**src/rtl/briey_pkg.sv**
```systemverilog
// briey_pkg: shared types and constants for the Briey program loader.
package briey_pkg;

   localparam int LINE_WORDS = 8;
   localparam int LINE_BYTES = 64;
   localparam int WORD_W     = 64;
   localparam int LINE_W     = LINE_WORDS * WORD_W;
   localparam int IDX_W      = $clog2(LINE_WORDS);

   typedef enum logic [1:0] {
      IDLE  = 2'd0,
      FILL  = 2'd1,
      ISSUE = 2'd2,
      DONE  = 2'd3
   } loader_state_e;

endpackage

```
**src/rtl/briey_line_packer.sv**
```systemverilog
// briey_line_packer: gathers eight 64-bit words into one 512-bit line.
// The first word lands in the least significant slot. full is high while
// the next accepted word is the last one of the line.
import briey_pkg::*;

module briey_line_packer (
   input  logic              clk,
   input  logic              rstn,
   input  logic              clear,
   input  logic              wr_en,
   input  logic [WORD_W-1:0] wr_data,
   output logic [LINE_W-1:0] line,
   output logic              full
);

   logic [IDX_W-1:0] idx;

   // word index; wraps 7->0 naturally so the next line starts at slot 0
   always_ff @(posedge clk or negedge rstn) begin
      if (!rstn)       idx <= '0;
      else if (clear)  idx <= '0;
      else if (wr_en)  idx <= idx + 1'b1;
   end

   // line register; only the addressed slot is written
   always_ff @(posedge clk or negedge rstn) begin
      if (!rstn)                  line <= '0;
      else if (wr_en && !clear)   line[{idx, 6'd0} +: WORD_W] <= wr_data;
   end

   assign full = (idx == IDX_W'(LINE_WORDS - 1));

endmodule

```
**src/rtl/briey_prog_loader.sv**
```systemverilog
// briey_prog_loader: streams 64-bit program words, packs them into 512-bit
// lines and writes each line to the Briey RAM load port at consecutive
// 64-byte addresses. Optional running checksum under the macro
// BRIEY_PROG_LOADER_CKSUM_EN (tied to zero when undefined).
//
// Handshakes: a transfer happens on a rising edge where valid and ready are
// both 1. A source holds valid and its payload stable until that edge and
// never withdraws valid early; ready may change freely.
import briey_pkg::*;

module briey_prog_loader #(
   parameter int ADDR_W = 15,
   parameter int CNT_W  = 10
) (
   input  logic                  axi4_mm_clk,
   input  logic                  axi4_mm_rst_n,
   input  logic                  start,
   input  logic                  abort,
   input  logic [ADDR_W-1:0]     base_addr,
   input  logic [CNT_W-1:0]      num_lines,
   input  logic                  s_valid,
   output logic                  s_ready,
   input  logic [WORD_W-1:0]     s_data,
   output logic                  program_load_en,
   output logic                  program_load_aw_valid,
   input  logic                  program_load_aw_ready,
   output logic [ADDR_W-1:0]     program_load_aw_payload_addr,
   output logic                  program_load_w_valid,
   input  logic                  program_load_w_ready,
   output logic [LINE_W-1:0]     program_load_w_payload_data,
   output logic [LINE_BYTES-1:0] program_load_w_payload_strb,
   output logic                  busy,
   output logic                  done,
   output logic [CNT_W-1:0]      lines_done,
   output logic [31:0]           cksum,
   output loader_state_e         dbg_state
);

   loader_state_e     state_q, state_d;
   logic [ADDR_W-1:0] addr_q;
   logic [CNT_W-1:0]  num_q, lines_q;
   logic              aw_pend_q, w_pend_q, abort_pend_q;
   logic              load_go, line_inc, enter_issue, pk_clear, beat, full;
   logic              aw_fire, w_fire;

   assign beat    = s_valid && (state_q == FILL) && !abort;
   assign aw_fire = program_load_aw_valid && program_load_aw_ready;
   assign w_fire  = program_load_w_valid && program_load_w_ready;

   briey_line_packer u_packer (
      .clk     (axi4_mm_clk),
      .rstn    (axi4_mm_rst_n),
      .clear   (pk_clear),
      .wr_en   (beat),
      .wr_data (s_data),
      .line    (program_load_w_payload_data),
      .full    (full)
   );

   // state register
   always_ff @(posedge axi4_mm_clk or negedge axi4_mm_rst_n) begin
      if (!axi4_mm_rst_n) state_q <= IDLE;
      else                state_q <= state_d;
   end

   // next state and state-decoded outputs; abort wins over start
   always_comb begin
      state_d               = state_q;
      s_ready               = 1'b0;
      program_load_en       = 1'b0;
      busy                  = 1'b0;
      done                  = 1'b0;
      program_load_aw_valid = 1'b0;
      program_load_w_valid  = 1'b0;
      load_go               = 1'b0;
      line_inc              = 1'b0;
      enter_issue           = 1'b0;
      pk_clear              = 1'b0;
      case (state_q)
         IDLE, DONE: begin
            done = (state_q == DONE);
            if (abort) begin
               state_d = IDLE;
            end else if (start) begin
               load_go  = 1'b1;
               pk_clear = 1'b1;
               state_d  = (num_lines == '0) ? DONE : FILL;
            end
         end
         FILL: begin
            s_ready         = 1'b1;
            program_load_en = 1'b1;
            busy            = 1'b1;
            if (abort) begin
               pk_clear = 1'b1;
               state_d  = IDLE;
            end else if (s_valid && full) begin
               enter_issue = 1'b1;
               state_d     = ISSUE;
            end
         end
         ISSUE: begin
            program_load_en       = 1'b1;
            busy                  = 1'b1;
            program_load_aw_valid = aw_pend_q;
            program_load_w_valid  = w_pend_q;
            if ((!aw_pend_q || program_load_aw_ready) &&
                (!w_pend_q  || program_load_w_ready)) begin
               if (abort || abort_pend_q) begin
                  state_d = IDLE;
               end else begin
                  line_inc = 1'b1;
                  state_d  = (lines_q + CNT_W'(1) == num_q) ? DONE : FILL;
               end
            end
         end
         default: state_d = IDLE;
      endcase
   end

   // load context, line progress and per-channel outstanding flags
   always_ff @(posedge axi4_mm_clk or negedge axi4_mm_rst_n) begin
      if (!axi4_mm_rst_n) begin
         addr_q       <= '0;
         num_q        <= '0;
         lines_q      <= '0;
         aw_pend_q    <= 1'b0;
         w_pend_q     <= 1'b0;
         abort_pend_q <= 1'b0;
      end else begin
         if (load_go) begin
            addr_q  <= base_addr & ~ADDR_W'(LINE_BYTES - 1);
            num_q   <= num_lines;
            lines_q <= '0;
         end else if (line_inc) begin
            addr_q  <= addr_q + ADDR_W'(LINE_BYTES);
            lines_q <= lines_q + CNT_W'(1);
         end
         if (enter_issue) begin
            aw_pend_q <= 1'b1;
            w_pend_q  <= 1'b1;
         end else begin
            if (aw_fire) aw_pend_q <= 1'b0;
            if (w_fire)  w_pend_q  <= 1'b0;
         end
         if (state_q != ISSUE) abort_pend_q <= 1'b0;
         else if (abort)       abort_pend_q <= 1'b1;
      end
   end

`ifdef BRIEY_PROG_LOADER_CKSUM_EN
   logic [31:0] cksum_q;

   // running sum of both halves of every accepted word; restarts per load
   always_ff @(posedge axi4_mm_clk or negedge axi4_mm_rst_n) begin
      if (!axi4_mm_rst_n) cksum_q <= '0;
      else if (load_go)   cksum_q <= '0;
      else if (beat)      cksum_q <= cksum_q + s_data[31:0] + s_data[63:32];
   end

   assign cksum = cksum_q;
`else
   assign cksum = '0;
`endif

   assign program_load_aw_payload_addr = addr_q;
   assign program_load_w_payload_strb  = '1;
   assign lines_done                   = lines_q;
   assign dbg_state                    = state_q;

endmodule

```
**config.mk**
```make
export PLATFORM = sky130hd
export DESIGN_NAME = briey_prog_loader
export DESIGN_NICKNAME = d
export VERILOG_FILES = /design/src/rtl/briey_pkg.sv /design/src/rtl/briey_line_packer.sv /design/src/rtl/briey_prog_loader.sv
export SDC_FILE = /design/constraint.sdc
export NUM_CORES = 1
export LEC_CHECK = 0
export CORE_AREA = 2 2 285 287
export CTS_CLUSTER_DIAMETER = 150
export DETAILED_ROUTE_END_ITERATION = 8
export DIE_AREA = 0 0 287 289
export PLACE_DENSITY = 0.6
export SETUP_SLACK_MARGIN = 0.05
export SLEW_MARGIN = 20
export SYNTH_ARGS = -nofsm -noshare
export SYNTH_HDL_FRONTEND = slang
export SYNTH_HIERARCHICAL = 1
export SYNTH_SLANG_ARGS = --single-unit
```
**constraint.sdc**
```tcl
create_clock -name axi4_mm_clk -period 3 [get_ports axi4_mm_clk]
set_input_delay 0.9 -clock axi4_mm_clk [delete_from_list [all_inputs] [get_ports axi4_mm_clk]]
set_output_delay 0.9 -clock axi4_mm_clk [all_outputs]
set_load 0.02 [all_outputs]
```
==> flow_metrics.env, run 1 <==
export IMPL_cts_max_level=2
export IMPL_critPathArrivalTime_ns=1.88
export IMPL_crit_family="buffers and inverters"
export IMPL_drc_errors=0
export IMPL_syn_area_um2=23200
export IMPL_first_pass_iters=8
export IMPL_synth_most_common_cell="dfrtp_1"
export IMPL_drv_cap=0
export IMPL_drt_iter0_drc=850
export IMPL_routed_via_density=4.58
export IMPL_postSynthAreaPerCell_um2=13.3
export IMPL_io_buffers=628
export IMPL_cts_clk_slew_worst_paths_ns=0.06
export IMPL_placed_area_um2=30800
export IMPL_post_cts_setup_buffers=0
export IMPL_hold_viol=0
export IMPL_rsz0062_at_grt="no"
export IMPL_root_buffer="clkbuf_16"
export IMPL_cp_max_fo=8
export IMPL_crit_path_end_kind="primary output"
export IMPL_worstPathCellList="inv_1 -> ha_2 -> and2_1 -> dlygate4sd2_1"
export IMPL_design_area_um2=32800
export IMPL_worstSetupPathType="flop to primary output"
export IMPL_cts_max_path_buffers=3
export IMPL_max_slew_margin_pct=49.9
export IMPL_drive_above_1_share_pct=23.7
export IMPL_fin_crit_sh_pct=92.7
export IMPL_die_area_um2=82900
export IMPL_top_level_ports=737
export IMPL_dp_hpwl_mm=54.6
export IMPL_cp_endpoint="program_load_aw_valid"
export IMPL_clock_sinks=549
export IMPL_gr_total_overflow=0
export IMPL_max_stage_delay_ns=0.42
export IMPL_timing_rr_start="dbg_state[0]$_DFFE_PN0P_"
export IMPL_synth_commonest_cells="549 x dfrtp_1, 300 x mux2_2, 139 x o21ai_0"
export IMPL_skew_ns=0.0311
export IMPL_synth_ff_type="dfrtp_1"
export IMPL_vias=16200
export IMPL_synth_seq_cells=549
export IMPL_max_freq_ghz=0.360
export IMPL_status="finished, final reports clean"
export IMPL_timing_rr_end="u_packer/line[491]$_DFFE_PN0P_"
export IMPL_synth_edf_count=0
export IMPL_powerDensity_nw_per_um2=693
export IMPL_critPathLaunch="dbg_state[0]$_DFFE_PN0P_"
export IMPL_avgRoutedWirePerCell_um=21.5
export IMPL_worst_pin_slew_ns=0.752
export IMPL_place_congestion=0.815
export IMPL_synth_seq_area_share_pct=59.3
export IMPL_area_delta_synth_final_pct=41.5
export IMPL_finalCriticalPeriod_ns=2.78
export IMPL_netlist_area_leader_share_pct=59.3
export IMPL_grt_max_degree=86
export IMPL_synth_distinct_cells=50
export IMPL_grt_pass1_wl_mm=111
export IMPL_nets=2522
export IMPL_async_flop_share_pct=100
export IMPL_grt_total_usage_pct=17.6
export IMPL_num_rows=104
export IMPL_p_leak_nw=15.4
export IMPL_slew_viol_final=0
export IMPL_rr_worst_depth=13
export IMPL_die_x_um=287
export IMPL_path_buf_inv=2
export IMPL_totalWireLength_mm=75.8
export IMPL_required_ns=2.10
export IMPL_initial_utilization_pct=29.0
export IMPL_crit_path_start_kind="flop"
export IMPL_design_core_area_um2=79900
export IMPL_worstSetupPathDepth=4
export IMPL_cp_slowest_cell="dfrtp_1"
export IMPL_grt_pass1_vias=16800
export IMPL_cts_tree="yes"
export IMPL_hp_class="input port to asynchronous set/reset pin"
export IMPL_insertion_delay_ns=0.63
export IMPL_cts_buffers=61
export IMPL_syn_inst=1743
export IMPL_setup_violations=0
export IMPL_die_y_um=289
export IMPL_antenna_found_initial=2
export IMPL_fin_total_pwr_mw=22.7
export IMPL_yosysTopAreaCell="dfrtp_1"
export IMPL_synthTopCellsByArea="dfrtp_1 59%, mux2_2 15%, mux2_4 5.2%"
export IMPL_ir_drop_uv=478
export IMPL_synth_warnings=6
export IMPL_ant_nets=0
export IMPL_reg2reg_slack_ns=0.28
-- flip-flops by register name, summed over array words and instances (netlist names) --
signal / flops
program_load_aw_payload_addr: 9
dbg_state: 2
lines_done: 10
u_packer/line: 512
u_packer/idx: 3
num_q: 10
abort_pend_q: 1
w_pend_q: 1
aw_pend_q: 1
-- worst reg2reg max path: cells and delay by family (launching register included) --
kind / cells / cell delay [ns]
buffers and inverters: 6 / 0.86
adders and majority gates: 1 / 0.28
muxes: 1 / 0.30
DFF: 1 / 0.42
and+or+nand+nor: 4 / 0.67
AOI/OAI and AO/OA: 1 / 0.09
-- timing repair --
item,4_1_cts,5_1_grt
gates resized for setup,5,1
endpoints found under the setup margin,4,1
hold buffers,0,0
-- per-layer routing --
| metal | share of wire, % | GRT usage [%] | vias up |
|---|---|---|---|
| li1 | - | - | 7160 |
| met1 | 40 | 21.6 | 8262 |
| met2 | 50 | 30.1 | 615 |
| met3 | 6.9 | 4.47 | 119 |
| met4 | 3.0 | 5.69 | 0 |
| met5 | 0 | 0 | - |
-- per-stage QoR --
step | std cells | util (%) | hold WS, ns | setup TNS, ns | setup slack, ns
floorplan | 1843 | - | 0.465 | 0 | 0.109
global route | 3528 | 41.0 | 0.244 | 0 | 0.134
finish | 3530 | 41.0 | 0.240 | 0 | 0.218
detailed placement | 3413 | 38.5 | 0.492 | -137.68 | -0.403
global placement | 3413 | 38.5 | 0.476 | -112.25 | -0.369
CTS | 3528 | 41.0 | 0.234 | 0 | 0.0570
-- layout by cell type (no fill, tap or decap), types with 9 or more instances in the layout --
cell / synthesis / final
clkdlybuf4s50_1: 0 / 622
dfrtp_1: 549 / 548
mux2_2: 300 / 300
o21ai_0: 139 / 139
inv_1: 138 / 137
nand4_1: 134 / 134
conb_1: 2 / 102
mux2_4: 80 / 80
buf_4: 104 / 63
clkbuf_16: 0 / 62
nand2_1: 60 / 57
buf_12: 7 / 29
clkbuf_1: 41 / 27
nor2_1: 22 / 21
xnor2_1: 15 / 15
xor2_1: 14 / 14
clkbuf_8: 0 / 12
ha_1: 10 / 9
-- kinds of logic (layout without fill, tap and decap cells) --
| family | count (synthesis) | in the layout | share of synthesized area [%] |
|---|---|---|---|
| xor gates and xnor gates | 29 | 29 | 1.10 |
| and+or+nand+nor | 259 | 259 | 6.35 |
| AOI/OAI and AO/OA | 157 | 157 | 3.75 |
| buffers and inverters | 348 | 973 | 8.71 |
| other | 2 | 104 | 0.0324 |
| muxes | 389 | 389 | 20.2 |
| adders and majority gates | 10 | 10 | 0.540 |
| DFF | 549 | 549 | 59.3 |
-- power breakdown --
group	switching, mW	total [mW]	internal [mW]
registers	0.638	9.02	8.38
clock network	3.09	7.47	4.38
logic	3.48	6.22	2.74
-- area by class of cell --
| cell class | count | area [um2] |
|---|---|---|
| antenna | 2 | 5.00 |
| clock buffer | 101 | 1820 |
| sequential | 549 | 13700 |
| multi-input combinational | 946 | 7840 |
| inverter | 138 | 518 |
| timing repair buffer | 720 | 7340 |
| fill | 7571 | 47100 |
| tap | 1060 | 1330 |
| clock inverter | 14 | 180 |
-- how the worst min path moves through the flow --
stage               slack [ns]                              to                      startpoint  depth (start not counted)
global placement          0.48  u_packer/line[124]$_DFFE_PN0P_  u_packer/line[124]$_DFFE_PN0P_                          1
global route              0.24  u_packer/line[250]$_DFFE_PN0P_                   axi4_mm_rst_n                          1
finish                    0.24  u_packer/line[250]$_DFFE_PN0P_                   axi4_mm_rst_n                          1
floorplan                 0.47            num_q[0]$_DFFE_PN0P_            num_q[0]$_DFFE_PN0P_                          2
CTS                       0.23  u_packer/line[250]$_DFFE_PN0P_                   axi4_mm_rst_n                          1
detailed placement        0.49            num_q[9]$_DFFE_PN0P_            num_q[9]$_DFFE_PN0P_                          2
Power figures use the tool's default switching activity.
==> run 2: changes to the inputs <==
--- a/config.mk
+++ b/config.mk
@@ -11,6 +11,7 @@
 export DIE_AREA = 0 0 287 289
 export PLACE_DENSITY = 0.6
 export SETUP_SLACK_MARGIN = 0.05
+export SKIP_LAST_GASP = 1
 export SLEW_MARGIN = 20
 export SYNTH_ARGS = -nofsm -noshare
 export SYNTH_HDL_FRONTEND = slang
==> results of run 2 <==
Same layout as run 1: the final DEF is identical, and so are final timing and power.
==> run 3: changes to the inputs <==
--- a/config.mk
+++ b/config.mk
@@ -7,6 +7,7 @@
 export LEC_CHECK = 0
 export CORE_AREA = 2 2 285 287
 export CTS_CLUSTER_DIAMETER = 150
+export CTS_CLUSTER_SIZE = 12
 export DETAILED_ROUTE_END_ITERATION = 8
 export DIE_AREA = 0 0 287 289
 export PLACE_DENSITY = 0.6
==> run 3 against run 2 <==
Sequential cell count did not move. Critical path depth decreased by 3. Via count decreased by 1.1%. Wire length fell by 0.45%. Critical path type unchanged. Largest cell class unchanged. Critical endpoint is now lines_done[3].
==> flow_metrics.env, run 3 (synthesis gave the netlist of run 1 again) <==
export IMPL_rr_worst_depth=13
export IMPL_clock_sinks=549
export IMPL_hold_viol=0
export IMPL_top_register="u_packer/line"
export IMPL_status="finished, final reports clean"
export IMPL_timing_rr_end="u_packer/line[473]$_DFFE_PN0P_"
export IMPL_largest_reg_flops=512
export IMPL_initial_utilization_pct=29.0
export IMPL_holdWs_ns=0.254
export IMPL_mostFrequentLayoutCell="clkdlybuf4s50_1"
export IMPL_reg2reg_slack_ns=0.29
export IMPL_worst_pin_slew_ns=0.763
export IMPL_root_buffer="clkbuf_16"
export IMPL_num_rows=104
export IMPL_cts_buffers=51
export IMPL_die_x_um=287
export IMPL_area_delta_synth_final_pct=38.6
export IMPL_drt_iter0_drc=759
export IMPL_crit_family="buffers and inverters"
export IMPL_critPathArrivalTime_ns=1.87
export IMPL_cp_slowest_cell="clkdlybuf4s50_1"
export IMPL_rsz0062_at_grt="no"
export IMPL_hp_class="input port to asynchronous set/reset pin"
export IMPL_setup_violations=0
export IMPL_worstPathCellList="clkdlybuf4s50_1"
export IMPL_crit_path_end_kind="primary output"
export IMPL_cts_tree="yes"
export IMPL_skew_ns=0.0399
export IMPL_fin_crit_sh_pct=92.5
export IMPL_finalCriticalPeriod_ns=2.77
export IMPL_cp_endpoint="lines_done[3]"
export IMPL_cts_hold_buf=0
export IMPL_io_buffers=628
export IMPL_timing_rr_start="dbg_state[0]$_DFFE_PN0P_"
export IMPL_ir_drop_uv=404
export IMPL_final_cell_mix="622 x clkdlybuf4s50_1, 548 x dfrtp_1, 300 x mux2_2"
export IMPL_antenna_found_initial=2
export IMPL_routed_via_density=4.60
export IMPL_first_pass_iters=5
export IMPL_drive_above_1_share_pct=22.9
export IMPL_cts_max_path_buffers=3
export IMPL_powerDensity_nw_per_um2=654
export IMPL_grt_pass1_vias=16700
export IMPL_design_core_area_um2=79900
export IMPL_path_buf_inv=1
export IMPL_max_slew_margin_pct=49.1
export IMPL_grt_total_usage_pct=17.5
export IMPL_ant_nets=0
export IMPL_fin_cells=3469
export IMPL_max_stage_delay_ns=0.72
export IMPL_final_core_util_pct=40.2
export IMPL_vias=16000
export IMPL_cts_clk_slew_worst_paths_ns=0.06
export IMPL_cp_max_fo=11
export IMPL_worstSetupPathType="flop to primary output"
export IMPL_grt_pass1_wl_mm=110
export IMPL_die_area_um2=82900
export IMPL_drv_cap=0
export IMPL_fillers=7621
export IMPL_die_y_um=289
export IMPL_tns_ns=0
export IMPL_layout_area_seq_um2=13700
export IMPL_top_level_ports=737
export IMPL_insertion_delay_ns=0.61
export IMPL_critPathLaunch="lines_done[3]$_DFFE_PN0P_"
export IMPL_crit_path_start_kind="flop"
export IMPL_grt_max_degree=86
export IMPL_avgRoutedWirePerCell_um=21.8
export IMPL_slew_viol_final=0
export IMPL_gr_total_overflow=0
export IMPL_place_congestion=0.815
export IMPL_worstSetupPathDepth=1
export IMPL_p_leak_nw=15.1
export IMPL_required_ns=2.10
export IMPL_dp_hpwl_mm=54.6
export IMPL_cts_max_level=2
export IMPL_nets=2512
export IMPL_drc_errors=0
export IMPL_max_freq_ghz=0.361
export IMPL_multi_input_area_um2=7840
export IMPL_placedCellCount=3413
export IMPL_totalWireLength_mm=75.5
## run 3: how the worst min path moves through the flow
stage | from | to | slack, ns | cells after the start
finish | axi4_mm_rst_n | u_packer/line[250]$_DFFE_PN0P_ | 0.25 | 1
global placement | u_packer/line[124]$_DFFE_PN0P_ | u_packer/line[124]$_DFFE_PN0P_ | 0.48 | 1
global route | axi4_mm_rst_n | u_packer/line[439]$_DFFE_PN0P_ | 0.26 | 1
CTS | axi4_mm_rst_n | u_packer/line[439]$_DFFE_PN0P_ | 0.25 | 1
detailed placement | num_q[9]$_DFFE_PN0P_ | num_q[9]$_DFFE_PN0P_ | 0.49 | 2
floorplan | num_q[0]$_DFFE_PN0P_ | num_q[0]$_DFFE_PN0P_ | 0.47 | 2
## run 3: timing repair
action / in CTS / in global routing
resized for setup: 5 / 1
setup endpoints to repair: 4 / 1
setup buffers: 0 / 0
## run 3: power by group
group / total, mW / switching, mW / internal (mW)
logic: 6.22 / 3.48 / 2.74
registers: 9.01 / 0.637 / 8.38
clock network: 5.75 / 2.75 / 3.00
total: 21.0 / 6.86 / 14.1
## run 3: worst reg2reg max path: cells and delay by family (launching register included)
family / cells / cell delay [ns]
buffers and inverters: 6 / 0.86
AOI/OAI and AO/OA: 1 / 0.09
muxes: 1 / 0.30
and+or+nand+nor: 4 / 0.67
DFF: 1 / 0.42
adders and majority gates: 1 / 0.28
## run 3: cell type report
cell class                 count  share of cell area (%)
clock buffer                  52                    3.99
multi-input combinational    946                    24.4
clock inverter                 3                   0.105
timing repair buffer         720                    22.9
antenna                        1                 0.00780
inverter                     138                    1.61
tap                         1060                    4.13
sequential                   549                    42.8
## run 3: layer usage
metal / routed length, um / global-route usage (%) / vias to the layer above / share of wire (%)
met5: 0 / 0 / - / 0
met4: 2250 / 5.68 / 0 / 3.0
met3: 5560 / 4.59 / 111 / 7.4
met2: 37700 / 29.9 / 575 / 50
met1: 30000 / 21.6 / 8194 / 40
li1: - / - / 7093 / -
## run 3: through the flow
stage | cell area (um2) | total power [mW] | setup WS [ns]
2_1_floorplan | 23500 | 12.2 | 0.109
3_3_place_gp | 30800 | 15.3 | -0.369
3_5_place_dp | 30800 | 15.4 | -0.403
4_1_cts | 32100 | 21.2 | 0.0913
5_1_grt | 32100 | 22.0 | 0.137
6_report | 32100 | 21.0 | 0.226
